`src/rtl/rv32_pkg.sv`:
```
// Shared RV32I writeback definitions: widths, load funct3 codes, the buffered
// load-response entry and the byte/halfword extraction helper.
package rv32_pkg;

    localparam int XLEN       = 32;
    localparam int REG_ADDR_W = 5;

    localparam logic [2:0] F3_LB  = 3'b000;
    localparam logic [2:0] F3_LH  = 3'b001;
    localparam logic [2:0] F3_LW  = 3'b010;
    localparam logic [2:0] F3_LBU = 3'b100;
    localparam logic [2:0] F3_LHU = 3'b101;

    typedef struct packed {
        logic [REG_ADDR_W-1:0] rd;
        logic [2:0]            funct3;
        logic [1:0]            offset;
        logic [XLEN-1:0]       data;
    } load_entry_t;

    localparam int LOAD_ENTRY_W = $bits(load_entry_t);

    // Unknown funct3 codes fall through to the full word.
    function automatic logic [XLEN-1:0] load_extract(input load_entry_t e);
        logic [7:0]  b;
        logic [15:0] h;
        b = e.data[8*e.offset +: 8];
        h = e.data[16*e.offset[1] +: 16];
        case (e.funct3)
            F3_LB:   load_extract = {{24{b[7]}}, b};
            F3_LH:   load_extract = {{16{h[15]}}, h};
            F3_LBU:  load_extract = {24'd0, b};
            F3_LHU:  load_extract = {16'd0, h};
            default: load_extract = e.data;
        endcase
    endfunction

endpackage

```
`src/rtl/wb_fifo.sv`:
```
// Synchronous DEPTH-entry FIFO holding load responses until the write port is free.
module wb_fifo #(
    parameter  int DEPTH = 4,
    parameter  int W     = 8,
    localparam int AW    = $clog2(DEPTH),
    localparam int CW    = AW + 1
) (
    input  logic          clk,
    input  logic          rst,
    input  logic          push,
    input  logic [W-1:0]  din,
    input  logic          pop,
    output logic [W-1:0]  dout,
    output logic          full,
    output logic          empty,
    output logic [CW-1:0] count
);

    logic [W-1:0]  mem [DEPTH];
    logic [AW-1:0] wptr;
    logic [AW-1:0] rptr;
    logic          do_push;
    logic          do_pop;

    assign full    = (count == CW'(DEPTH));
    assign empty   = (count == '0);
    assign do_push = push && !full;
    assign do_pop  = pop && !empty;
    assign dout    = mem[rptr];

    // Power-of-two depth lets the pointers wrap by plain overflow.
    always_ff @(posedge clk or posedge rst) begin
        if (rst) begin
            wptr  <= '0;
            rptr  <= '0;
            count <= '0;
        end else begin
            if (do_push) wptr <= wptr + 1'b1;
            if (do_pop)  rptr <= rptr + 1'b1;
            case ({do_push, do_pop})
                2'b10:   count <= count + 1'b1;
                2'b01:   count <= count - 1'b1;
                default: count <= count;
            endcase
        end
    end

    always_ff @(posedge clk) begin
        if (do_push) mem[wptr] <= din;
    end

endmodule

```
`src/rtl/writeback_unit.sv`:
```
// Register-file write port arbiter: ALU results win, buffered load responses
// drain when the ALU is idle or when starvation forces an ALU stall.
module writeback_unit
    import rv32_pkg::*;
#(
    parameter int DEPTH      = 4,
    parameter int STARVE_MAX = 7
) (
    input  logic                  clk,
    input  logic                  rst,
    input  logic                  alu_valid,
    input  logic [REG_ADDR_W-1:0] alu_rd,
    input  logic [XLEN-1:0]       alu_result,
    output logic                  alu_stall,
    input  logic                  mem_valid,
    output logic                  mem_ready,
    input  logic [REG_ADDR_W-1:0] mem_rd,
    input  logic [XLEN-1:0]       mem_data,
    input  logic [2:0]            mem_funct3,
    input  logic [1:0]            mem_offset,
    input  logic                  issue_valid,
    input  logic [REG_ADDR_W-1:0] issue_rd,
    input  logic [REG_ADDR_W-1:0] rs1,
    input  logic [REG_ADDR_W-1:0] rs2,
    output logic                  busy_rs1,
    output logic                  busy_rs2,
    output logic                  reg_write,
    output logic [REG_ADDR_W-1:0] rd,
    output logic [XLEN-1:0]       write_data
);

    localparam int CW = $clog2(DEPTH) + 1;
    localparam int SW = $clog2(STARVE_MAX + 1);
    localparam logic [SW-1:0] STARVE_TOP = SW'(STARVE_MAX);

    load_entry_t   in_entry;
    load_entry_t   head;
    logic          fifo_full;
    logic          fifo_empty;
    logic [CW-1:0] fifo_count;
    logic          push;
    logic          pop;
    logic          alu_take;
    logic [SW-1:0] starve_cnt;
    logic [31:0]   pending;
    logic [31:0]   pending_next;

    assign in_entry  = '{rd: mem_rd, funct3: mem_funct3, offset: mem_offset, data: mem_data};
    assign mem_ready = (fifo_count != CW'(DEPTH));
    assign push      = mem_valid && !fifo_full;
    assign alu_stall = (starve_cnt == STARVE_TOP);
    assign pop       = !fifo_empty && (alu_stall || !alu_valid);
    // ALU data offered during a stall is a protocol violation and is dropped.
    assign alu_take  = alu_valid && !alu_stall;

    wb_fifo #(.DEPTH(DEPTH), .W(LOAD_ENTRY_W)) u_fifo (
        .clk   (clk),
        .rst   (rst),
        .push  (push),
        .din   (in_entry),
        .pop   (pop),
        .dout  (head),
        .full  (fifo_full),
        .empty (fifo_empty),
        .count (fifo_count)
    );

    always_ff @(posedge clk or posedge rst) begin
        if (rst) begin
            reg_write  <= 1'b0;
            rd         <= '0;
            write_data <= '0;
        end else if (pop) begin
            reg_write  <= (head.rd != '0);
            rd         <= head.rd;
            write_data <= load_extract(head);
        end else if (alu_take) begin
            reg_write  <= (alu_rd != '0);
            rd         <= alu_rd;
            write_data <= alu_result;
        end else begin
            reg_write  <= 1'b0;
        end
    end

    // A non-empty FIFO that did not pop means the ALU won the port.
    always_ff @(posedge clk or posedge rst) begin
        if (rst)                         starve_cnt <= '0;
        else if (pop || fifo_empty)      starve_cnt <= '0;
        else if (starve_cnt != STARVE_TOP) starve_cnt <= starve_cnt + 1'b1;
    end

    // Set is applied after clear so a re-issue wins over the retiring load.
    always_comb begin
        pending_next = pending;
        if (pop) pending_next[head.rd] = 1'b0;
        if (issue_valid && issue_rd != '0) pending_next[issue_rd] = 1'b1;
        pending_next[0] = 1'b0;
    end

    always_ff @(posedge clk or posedge rst) begin
        if (rst) pending <= '0;
        else     pending <= pending_next;
    end

    assign busy_rs1 = pending[rs1];
    assign busy_rs2 = pending[rs2];

endmodule

```
`config.mk`:
```
export PLATFORM = sky130hd
export DESIGN_NAME = writeback_unit
export DESIGN_NICKNAME = d
export VERILOG_FILES = /design/src/rtl/rv32_pkg.sv /design/src/rtl/wb_fifo.sv /design/src/rtl/writeback_unit.sv
export SDC_FILE = /design/constraint.sdc
export NUM_CORES = 1
export LEC_CHECK = 0
export ABC_CLOCK_PERIOD_IN_PS = 8300
export BUFFER_PORTS_ARGS = -buffer_cell sky130_fd_sc_hd__buf_2
export CAP_MARGIN = 30
export CORE_MARGIN = 4
export CORE_UTILIZATION = 65
export CTS_BUF_LIST = sky130_fd_sc_hd__clkbuf_2
export DETAILED_ROUTE_END_ITERATION = 8
export HOLD_SLACK_MARGIN = 0.08
export PLACE_DENSITY = 0.87
export SLEW_MARGIN = 25
export SYNTH_ARGS = -nofsm -noshare
export SYNTH_HDL_FRONTEND = slang
export SYNTH_SLANG_ARGS = --single-unit
export TNS_END_PERCENT = 20
```
`constraint.sdc`:
```
create_clock -name clk -period 8.3 [get_ports clk]
set_input_delay 1.66 -clock clk [delete_from_list [all_inputs] [get_ports clk]]
set_output_delay 1.66 -clock clk [all_outputs]
set_load 0.02 [all_outputs]
```
==> flow_summary_export.csv, run 1 <==
group,metric,value,unit
yosys,yosysUniqueCellTypes,52,
yosys,ys_seq_area_share,64.8,%
finish,finalNetCount,996,
sta,maxSlewHeadroom,35.0,%
worst_setup_path,critPathBufInv,2,
yosys,synth.net_count,832,
clocking,cts_setup_buffers,0,
yosys,ys_warn_count,0,
route,detail-route-antenna-nets,0,
worst_setup_path,r2r-start,"u_fifo.count[2]$_DFFE_PP0P_",
sta,final.setup.tns,0,ns
power_and_ir_drop,ir_drop,0.199,mV
power_and_ir_drop,power_frac_clock,17.2,%
route,drt_pass1_iterations,7,
worst_setup_path,criticalPathCategory,"in -> out",
worst_setup_path,r2r_cells,9,
worst_hold_path,hold_end,"starve_cnt[0]$_DFFE_PP0P_",
sta,max_freq,0.200,GHz
power_and_ir_drop,power_frac_seq,42.1,%
sta,skew,0.0861,ns
yosys,synth_edf_count,168,
route,drt_wl_total,26200,µm
power_and_ir_drop,powerDensity,369,nW/µm²
yosys,ys_ff_latch,247,
worst_setup_path,crit_path_end_kind,"primary output",
sta,hold_viol_final,0,
worst_setup_path,cp.arrival,3.35,ns
worst_hold_path,hp-class,"reg -> reg",
die,start_util,67.2,%
run,drv_cap,0,
status,status,"finished clean",
worst_setup_path,crit_required,6.64,ns
route,via_per_inst,6.55,
worst_setup_path,crit_path_max_incr_delay,0.53,ns
worst_setup_path,start_kind,"primary input",
route,post_drt_wl_per_cell,22.8,µm
finish,final_cell_mix,"edfxtp_1 (168), buf_2 (140), clkbuf_2 (87)",
power_and_ir_drop,power,4.50,mW
power_and_ir_drop,switching_power,1.80,mW
route,vias,7548,
yosys,synthesis.area,10800,µm²
clocking,cts_buffers,58,
clocking,cts.clk_slew.worst_paths,0.10,ns
worst_setup_path,crit_path_top_delay_cell,"mux4_2",
die,io_pins,141,
worst_setup_path,r2r_setup_slack,4.46,ns
worst_hold_path,hold_depth,1,
clocking,ctsLongestPathBuffers,3,
route,drtIter0Drc,1012,
yosys,syn_avg_cell_area,14.9,µm²
die,die_width,137,µm
route,drc,0,
sta,setup_viol,0,
yosys,netlist.area_leader.share,46.6,%
grt,grt_pass1_wl,41000,µm
die,core-area,16100,µm²
sta,final-max-slew-violation-count,0,
die,rows,46,
finish,n_fill_cell,978,
grt,grt_max_degree,80,
grt,antenna_found_initial,1,
place,io_buffers,140,
worst_setup_path,crit_fanout,9,
sta,rsz0062_at_grt,"no",
clocking,ctsResizeCount,0,
worst_setup_path,worst_r2r_endpoint,"u_fifo.count[2]$_DFFE_PP0P_",
yosys,yosysTopAreaCell,"edfxtp_1",
clocking,cts_max_level,2,
yosys,synthArstFlopShare,32.0,%
yosys,yosys-top-cells-area,"edfxtp_1 (47%), dfrtp_1 (18%), mux4_2 (12%)",
grt,grt_overflow_total,0,
die,die-area,18800,µm²
yosys,synthCells,725,
sta,fin_crit_sh,60.4,%
sta,tightest_slew,0.973,ns
grt,grt_pass1_vias,7657,
power_and_ir_drop,switching_share,39.9,%
grt,grtUsageTotal,28.8,%
sta,layout_min_cycle_time,5.01,ns
worst_setup_path,crit_path_cell_trace,"buf_2 -> mux4_2 -> mux4_2 -> mux2_2 -> buf_2",
clocking,tritoncts,"yes",
power_and_ir_drop,p_comb_share,40.7,%
die,die_y,137,µm
power_and_ir_drop,internal-power,2.71,mW
finish,final_util,75.8,%
finish,drive_above_1_share,34.3,%
yosys,synth_ff_type,"edfxtp_1",
finish,diodes,0,
clocking,clk_latency,0.89,ns
clocking,cts.sinks,247,
finish,layout_commonest_cell,"edfxtp_1",
place,gp_congestion,0.926,
worst_setup_path,crit_start,"rs2[0]",
place,place_hpwl,17300,µm
finish,synthToLayoutAreaGrowth,12.8,%
worst_hold_path,hp-start,"starve_cnt[0]$_DFFE_PP0P_",
power_and_ir_drop,p_leak,4.69,nW
clocking,clockRootBuffer,"clkbuf_2",
worst_setup_path,path_delay_family,"multiplexers",
clocking,ctsHoldBuffers,0,
## routing by layer
| metal | routed length [µm] | GRT usage (%) | up-vias | part of all wire (%) |
|---|---|---|---|---|
| met2 | 12500 | 45.4 | 585 | 48 |
| li1 | - | - | 3214 | - |
| met5 | 7 | 0 | - | 0.027 |
| met1 | 9990 | 39.3 | 3652 | 38 |
| met3 | 3020 | 8.71 | 95 | 12 |
| met4 | 699 | 9.20 | 2 | 2.7 |
## power by group through the flow
stage               Clock, mW  Combinational, mW  Sequential [mW]
finish                  0.775               1.83             1.90
global route            0.866               1.97             1.93
CTS                     0.784               1.81             1.89
detailed placement          0               1.79             1.91
global placement            0               1.71             1.89
floorplan                   0               1.26             1.93
## cells in the mapped netlist (3+ instances only)
master / n
clkbuf_1: 25
dfrtp_1: 79
a21oi_1: 37
or3_1: 4
xnor2_1: 4
nand2b_1: 7
inv_1: 18
nor2_1: 12
nand3b_1: 5
nand2_1: 65
and3_1: 6
buf_6: 5
ha_1: 7
mux2_2: 9
a31oi_1: 23
nor2b_1: 7
a22oi_1: 10
and2_1: 3
edfxtp_1: 168
buf_2: 8
nand4_1: 5
mux4_2: 58
o21ai_1: 3
o21ai_0: 83
a221oi_1: 19
nand3_1: 20
## cell type report
| cell class | instances | area [µm²] | area share, % |
|---|---|---|---|
| tap | 216 | 270 | 2.21 |
| clock inverter | 20 | 108 | 0.881 |
| timing repair buffer | 146 | 762 | 6.24 |
| sequential | 247 | 7020 | 57.5 |
| multi-input combinational | 418 | 3550 | 29.0 |
| clock buffer | 87 | 435 | 3.56 |
| inverter | 18 | 68.8 | 0.563 |
## logic make-up (layout without fill, tap and decap cells)
kind of cell,count (synthesis),count (layout),share of synthesized area (%)
flops,247,247,64.8
fa+ha+maj,8,8,0.994
buf+inv,60,271,2.74
xor+xnor,6,6,0.485
compound gates,184,184,10.1
simple gates,147,147,6.72
mux,73,73,14.1
## per-stage QoR
| stage | worst slack (ns) | cells | hold WS [ns] | area, µm² |
|---|---|---|---|---|
| floorplan | 3.25 | 725 | 0.419 | 10800 |
| global placement | 3.32 | 1044 | 0.429 | 11600 |
| detailed placement | 3.27 | 1044 | 0.434 | 11600 |
| CTS | 3.27 | 1151 | 0.448 | 12200 |
| global route | 3.20 | 1152 | 0.486 | 12200 |
| finish | 3.29 | 1152 | 0.451 | 12200 |
## flip-flops by register name, indices dropped and copies added (netlist names), 2 cells and up
| signal | count |
|---|---|
| u_fifo.wptr | 2 |
| u_fifo.count | 3 |
| u_fifo.mem | 168 |
| pending | 31 |
| starve_cnt | 3 |
| rd | 5 |
| write_data | 32 |
| u_fifo.rptr | 2 |
## worst max path at each step
| stage | to | slack [ns] | depth (start not counted) |
|---|---|---|---|
| after detailed placement | busy_rs2 | 3.27 | 5 |
| after global placement | busy_rs1 | 3.32 | 5 |
| after floorplan | busy_rs1 | 3.25 | 4 |
| after global routing | busy_rs1 | 3.20 | 5 |
| after CTS | busy_rs2 | 3.27 | 5 |
| final | busy_rs2 | 3.29 | 5 |
## worst reg2reg max path, stage by stage, from the launching register on
cell and delay, ns:
dfrtp_1 0.42, or3_1 0.73, nand2_1 0.82, inv_1 0.65, ha_1 0.29, inv_1 0.08, fa_1 0.37, xor2_1 0.15
nor2_1 0.11, xor2_1 0.15
Power figures use the tool's default switching activity.
==> run 2, diff against run 1 <==
--- a/config.mk
+++ b/config.mk
@@ -5,15 +5,15 @@
 export SDC_FILE = /design/constraint.sdc
 export NUM_CORES = 1
 export LEC_CHECK = 0
-export ABC_CLOCK_PERIOD_IN_PS = 8300
+export ABC_CLOCK_PERIOD_IN_PS = 4620
 export BUFFER_PORTS_ARGS = -buffer_cell sky130_fd_sc_hd__buf_2
 export CAP_MARGIN = 30
 export CORE_MARGIN = 4
-export CORE_UTILIZATION = 65
+export CORE_UTILIZATION = 60
 export CTS_BUF_LIST = sky130_fd_sc_hd__clkbuf_2
 export DETAILED_ROUTE_END_ITERATION = 8
 export HOLD_SLACK_MARGIN = 0.08
-export PLACE_DENSITY = 0.87
+export PLACE_DENSITY = 0.81
 export SLEW_MARGIN = 25
 export SYNTH_ARGS = -nofsm -noshare
 export SYNTH_HDL_FRONTEND = slang
==> constraint.sdc (replaced) <==
create_clock -name clk -period 4.62 [get_ports clk]
set_input_delay 0.924 -clock clk [delete_from_list [all_inputs] [get_ports clk]]
set_output_delay 0.924 -clock clk [all_outputs]
set_load 0.02 [all_outputs]
==> run 2 against run 1 <==
Effect of this change:
- sequential power up 80%
- sequential cell count did not move
- first-iteration DRC count shrank 15%
- non-clock buffer count rose by 7
- worst setup slack lost 2.2 ns
- power increased by 79%
- core utilization is 5.8 points lower
==> flow_summary_export.csv, run 2 (synthesized netlist as in run 1, its figures left out) <==
group,metric,value,unit
status,status,"finished clean",
clocking,clockRootBuffer,"clkbuf_2",
worst_setup_path,crit_path_top_delay_cell,"mux4_2",
worst_hold_path,hp-class,"in -> async",
power_and_ir_drop,power,8.08,mW
finish,reg.largest.list,"u_fifo.mem x168, write_data x32, pending x31",
clocking,ctsResizeCount,0,
place,io_buffers,140,
grt,grtUsageTotal,26.6,%
sta,final-max-slew-violation-count,0,
die,rows,48,
finish,synthToLayoutAreaGrowth,13.0,%
worst_setup_path,crit_fanout,3,
route,via_per_inst,6.34,
route,vias,7436,
sta,fin_crit_sh,76.9,%
sta,maxSlewHeadroom,44.7,%
sta,tightest_slew,0.830,ns
worst_setup_path,r2r_cells,6,
grt,grt_max_degree,46,
sta,hold_viol_final,0,
power_and_ir_drop,powerDensity,660,nW/µm²
sta,rsz0062_at_grt,"no",
clocking,cts_setup_buffers,0,
clocking,cts_buffers,58,
finish,n_fill_cell,1193,
route,drc,0,
die,die_y,142,µm
clocking,tritoncts,"yes",
clocking,ctsHoldBuffers,0,
place,placed_cell_area,11700,µm²
worst_setup_path,crit_required,3.70,ns
clocking,cts_max_level,2,
die,core-area,17500,µm²
route,drtIter0Drc,861,
clocking,cts.sinks,247,
finish,fin_area,12200,µm²
clocking,clk_latency,0.88,ns
route,drt_wl_total,26900,µm
place,dp_cells,1061,
power_and_ir_drop,ir_drop,0.368,mV
worst_setup_path,cp.arrival,2.63,ns
finish,instances_no_fill,1172,
sta,final.setup.tns,0,ns
worst_setup_path,criticalPathCategory,"reg -> out",
worst_setup_path,start_kind,"register",
finish,largest_register_ffs,168,
grt,grt_pass1_wl,41400,µm
power_and_ir_drop,p_leak,4.72,nW
sta,layout_min_cycle_time,3.55,ns
sta,skew,0.0734,ns
place,gp_congestion,0.881,
clocking,ctsLongestPathBuffers,3,
route,detail-route-antenna-nets,0,
finish,drive_above_1_share,35.1,%
worst_setup_path,crit_path_cell_trace,"mux4_2 -> mux4_2 -> mux2_2 -> buf_2",
route,post_drt_wl_per_cell,22.9,µm
grt,grt_overflow_total,0,
place,place_hpwl,18000,µm
sta,setup_viol,0,
worst_setup_path,cp_common_cell,"mux4_2",
route,drt_pass1_iterations,8,
clocking,cts.clk_slew.worst_paths,0.12,ns
run,drv_cap,0,
grt,antenna_found_initial,3,
grt,grt_pass1_vias,7651,
finish,top_register,"u_fifo.mem",
die,start_util,62.0,%
finish,finalNetCount,1003,
die,die_width,142,µm
worst_setup_path,crit_path_max_incr_delay,0.47,ns
finish,layout_commonest_cell,"edfxtp_1",
die,io_pins,141,
sta,max_freq,0.281,GHz
finish,final_cell_mix,"edfxtp_1 (168), buf_2 (140), clkbuf_2 (89)",
die,die-area,20300,µm²
worst_setup_path,crit_path_end_kind,"primary output",
==> run 2: cell count changes in the layout (fill, tap and decap cells not counted), moves of 2 or more <==
| cell | change |
|---|---|
| clkbuf_2 | +2 |
| diode_2 | +3 |
| clkinv_1 | -2 |
| and3_4 | -4 |
| buf_4 | +9 |
| and3_2 | +4 |
==> run 2: power by group <==
group	total (mW)	switching (mW)	leakage (nW)	internal, mW
Sequential	3.42	0.399	2.50	3.02
Combinational	3.28	2.00	1.81	1.29
Clock	1.37	0.849	0.413	0.522
Total	8.08	3.25	4.72	4.83
==> run 2: per-stage QoR <==
step | util [%] | hold WS, ns | setup slack (ns)
3_5_place_dp | 66.9 | 0.451 | 1.07
4_1_cts | 70.0 | 0.179 | 1.03
5_1_grt | 70.0 | 0.183 | 0.966
2_1_floorplan | - | 0.419 | 1.04
3_3_place_gp | 66.9 | 0.429 | 1.12
6_report | 70.0 | 0.180 | 1.07
==> run 2: layout make-up <==
cell class	instances	area [µm²]	area share [%]
well taps	225	282	2.30
clock inverters	19	83.8	0.685
inverters	18	68.8	0.562
diodes	3	7.51	0.0613
repair buffers	153	798	6.52
multi-input cells	418	3530	28.8
flip-flops and latches	247	7020	57.4
clock buffers	89	445	3.64
==> run 2: per-layer routing <==
| layer | global-route usage, % | vias to the layer above | wire length (µm) |
|---|---|---|---|
| met2 | 42.2 | 493 | 13100 |
| met4 | 8.90 | 2 | 660 |
| met5 | 0 | - | 11 |
| met3 | 7.59 | 71 | 2840 |
| li1 | - | 3234 | - |
| met1 | 36.2 | 3636 | 10300 |
==> run 2: worst paths after layout <==
kind	slack (ns)	start	endpoint
setup reg to reg	1.59	u_fifo.rptr[0]$_DFFE_PP0P_	write_data[26]$_DFFE_PP0P_
hold / removal	0.18	rst	rd[1]$_DFFE_PP0P_
setup / recovery	1.07	pending[28]$_DFF_PP0_	busy_rs1
max in group asynchronous	3.43	rst	write_data[15]$_DFFE_PP0P_
min in group clk	0.25	mem_data[11]	u_fifo.mem[3][11]$_DFFE_PP_
hold reg to reg	0.46	starve_cnt[0]$_DFFE_PP0P_	starve_cnt[0]$_DFFE_PP0P_
==> run 2: worst max-delay path, delay by kind of cell (launching register included) <==
kind | cells | cell delay [ns]
flip-flops | 1 | 0.43
multiplexers | 3 | 1.21
buffers and inverters | 1 | 0.16
==> run 3, diff against run 2 <==
--- a/config.mk
+++ b/config.mk
@@ -5,15 +5,16 @@
 export SDC_FILE = /design/constraint.sdc
 export NUM_CORES = 1
 export LEC_CHECK = 0
-export ABC_CLOCK_PERIOD_IN_PS = 4620
+export ABC_AREA = 1
+export ABC_CLOCK_PERIOD_IN_PS = 3030
 export BUFFER_PORTS_ARGS = -buffer_cell sky130_fd_sc_hd__buf_2
 export CAP_MARGIN = 30
 export CORE_MARGIN = 4
-export CORE_UTILIZATION = 60
+export CORE_UTILIZATION = 54
 export CTS_BUF_LIST = sky130_fd_sc_hd__clkbuf_2
 export DETAILED_ROUTE_END_ITERATION = 8
 export HOLD_SLACK_MARGIN = 0.08
-export PLACE_DENSITY = 0.81
+export PLACE_DENSITY = 0.77
 export SLEW_MARGIN = 25
 export SYNTH_ARGS = -nofsm -noshare
 export SYNTH_HDL_FRONTEND = slang
==> constraint.sdc (replaced) <==
create_clock -name clk -period 3.03 [get_ports clk]
set_input_delay 0.606 -clock clk [delete_from_list [all_inputs] [get_ports clk]]
set_output_delay 0.606 -clock clk [all_outputs]
set_load 0.02 [all_outputs]
==> run 3 against run 2 <==
Effect of this change:
- clock power rose by 57%
- register-to-register slack got worse by 1.3 ns
- largest cell class unchanged
- via count rose by 25%
- sequential power rose by 50%
- combinational power rose by 74%
- core utilization fell by 3.5 points
- sequential cell count did not move
- first-iteration DRC count rose by 0.46%
- non-clock buffer count rose by 83
- critical endpoint unchanged
- design area rose by 11%
- final cell count rose by 47%
==> flow_summary_export.csv, run 3 <==
group,metric,value,unit
die,start_util,55.3,%
die,die-area,23300,µm²
worst_setup_path,crit_path_end_kind,"primary output",
place,io_buffers,140,
yosys,synth_ff_type,"edfxtp_1",
clocking,tritoncts,"yes",
clocking,cts_max_level,2,
clocking,ctsResizeCount,0,
place,gp_congestion,0.937,
finish,reg.largest.list,"u_fifo.mem x168, write_data x32, pending x31",
grt,grtUsageTotal,24.6,%
power_and_ir_drop,ir_drop,0.509,mV
clocking,ctsLongestPathBuffers,3,
worst_setup_path,criticalPathCategory,"reg -> out",
yosys,ys_seq_area_share,62.1,%
grt,grt_pass1_wl,46500,µm
route,detail-route-antenna-nets,0,
finish,drive_above_1_share,19.5,%
clocking,cts.clk_slew.worst_paths,0.10,ns
finish,n_fill_cell,1620,
route,drc,0,
worst_hold_path,hp-class,"in -> reg",
finish,final_cell_mix,"nand2_1 (353), edfxtp_1 (168), o21ai_0 (150)",
finish,synthToLayoutAreaGrowth,20.3,%
die,core-area,20400,µm²
yosys,synthesis.area,11300,µm²
sta,postLayoutSetupSlackWorst,0.273,ns
clocking,cts_buffers,60,
status,status,"finished clean",
sta,maxSlewHeadroom,57.4,%
worst_setup_path,crit_path_cell_trace,"inv_1 -> a21oi_1 -> o21ai_0 -> nand3_1 -> o211ai_1 -> nand3_1 -> and2_1 -> buf_2",
clocking,clk_latency,0.88,ns
power_and_ir_drop,power,13.0,mW
finish,layout_commonest_cell,"nand2_1",
route,drt_pass1_iterations,5,
die,die_y,153,µm
sta,layout_min_cycle_time,2.76,ns
sta,rsz0062_at_grt,"no",
clocking,cts_setup_buffers,0,
sta,max_freq,0.363,GHz
yosys,ys_warn_count,0,
power_and_ir_drop,p_leak,5.91,nW
place,placed_cell_area,12200,µm²
power_and_ir_drop,powerDensity,957,nW/µm²
route,post_drt_wl_per_cell,16.9,µm
yosys,synth_edf_count,168,
route,drtIter0Drc,865,
place,dp_cells,1530,
grt,grt_pass1_vias,9024,
grt,grt_max_degree,80,
worst_hold_path,hold_depth,4,
clocking,clockRootBuffer,"clkbuf_2",
route,drt_wl_total,29100,µm
yosys,yosys-top-cells-area,"edfxtp_1 (45%), dfrtp_1 (17%), nand2_1 (12%)",
sta,setup_viol,0,
yosys,synthArstFlopShare,32.0,%
route,via_per_inst,5.39,
route,vias,9296,
worst_setup_path,crit_fanout,2,
yosys,synth.net_count,1261,
finish,fin_area,13600,µm²
grt,grt_overflow_total,0,
worst_setup_path,cp.arrival,2.15,ns
place,place_hpwl,19100,µm
yosys,ys_ff_latch,247,
die,rows,52,
finish,instances_no_fill,1724,
worst_setup_path,start_kind,"register",
grt,antenna_found_initial,3,
yosys,netlist.area_leader.share,44.7,%
run,drv_cap,0,
die,die_width,153,µm
die,io_pins,141,
sta,tightest_slew,0.639,ns
sta,final-max-slew-violation-count,0,
sta,hold_viol_final,0,
yosys,yosysUniqueCellTypes,39,
sta,skew,0.0736,ns
place,preCtsSetupSlack,0.480,ns
worst_setup_path,crit_path_top_delay_cell,"dfrtp_1",
yosys,synth_common_cells,"nand2_1 (353), edfxtp_1 (168), o21ai_0 (150), nor2_1 (84), dfrtp_1 (79)",
finish,largest_register_ffs,168,
finish,finalNetCount,1508,
yosys,synthCells,1154,
worst_setup_path,cp_common_cell,"nand3_1",
finish,top_register,"u_fifo.mem",
yosys,yosysTopAreaCell,"edfxtp_1",
sta,fin_crit_sh,91.0,%
worst_setup_path,crit_path_max_incr_delay,0.41,ns
yosys,synth.most_common_cell,"nand2_1",
worst_setup_path,r2r_cells,9,
yosys,syn_avg_cell_area,9.79,µm²
clocking,cts.sinks,247,
worst_setup_path,crit_required,2.42,ns
run 3: cell types whose count changed after synthesis, moves of 10 or more:
cell	change
nor2_1	+72
inv_1	+43
nand2_1	+288
o21ai_0	+67
a221oi_1	-19
o22ai_1	+10
mux4_2	-58
a31oi_1	-23
buf_2	+11
nand3_1	+54
o21ai_1	+14
run 3: layer usage:
| metal | track usage [%] | part of all wire [%] | up-vias |
|---|---|---|---|
| li1 | - | - | 4490 |
| met5 | 0 | 0 | - |
| met4 | 6.92 | 2.1 | 0 |
| met2 | 39.4 | 46 | 457 |
| met1 | 34.4 | 42 | 4293 |
| met3 | 5.40 | 9.6 | 56 |
run 3: cell families after synthesis:
group,synth area share [%]
adders and majority gates,0.952
and+or+nand+nor,19.1
DFF,62.1
xor gates and xnor gates,0.310
AOI/OAI and AO/OA,12.5
buffers and inverters,4.94
run 3: stage by stage:
| stage | hold slack (ns) | utilization (%) | setup TNS (ns) |
|---|---|---|---|
| 4_1_cts | 0.0939 | 66.5 | 0 |
| 3_3_place_gp | 0.428 | 59.8 | 0 |
| 2_1_floorplan | 0.410 | - | -2.70 |
| 3_5_place_dp | 0.435 | 59.8 | 0 |
| 5_1_grt | 0.101 | 66.5 | 0 |
| 6_report | 0.159 | 66.5 | 0 |
run 3: repair_timing:
action,CTS,global route
hold buffers,79,0
hold endpoints to repair,283,0
endpoints found under the setup margin,0,0
run 3: critical path: cells and delay by family (launching register included):
kind,cells,cell delay (ns)
compound gates,3,0.27
buf+inv,2,0.28
simple gates,3,0.35
flops,1,0.41
run 3: where the power goes:
group,switching [mW],total (mW),internal (mW)
Sequential,0.521,5.14,4.62
Combinational,4.02,5.72,1.70
Clock,1.30,2.15,0.853
run 3: final timing paths:
kind | start | end | slack, ns
max | pending[6]$_DFF_PP0_ | busy_rs1 | 0.27
max in group asynchronous | rst | u_fifo.count[0]$_DFFE_PP0P_ | 2.26
min in group asynchronous | rst | write_data[12]$_DFFE_PP0P_ | 0.36
max reg2reg | u_fifo.rptr[0]$_DFFE_PP0P_ | reg_write$_DFF_PP0_ | 0.28
min reg2reg | starve_cnt[0]$_DFFE_PP0P_ | starve_cnt[0]$_DFFE_PP0P_ | 0.45
min | issue_rd[3] | pending[16]$_DFF_PP0_ | 0.16
run 3: cell type report:
type / count / area [µm²] / share of cell area [%]
clock inverters: 31 / 171 / 1.26
clock buffers: 81 / 405 / 2.98
flip-flops and latches: 247 / 7020 / 51.7
inverters: 65 / 249 / 1.83
well taps: 270 / 338 / 2.49
multi-input cells: 791 / 3750 / 27.6
repair buffers: 236 / 1640 / 12.1
diodes: 3 / 7.51 / 0.0552
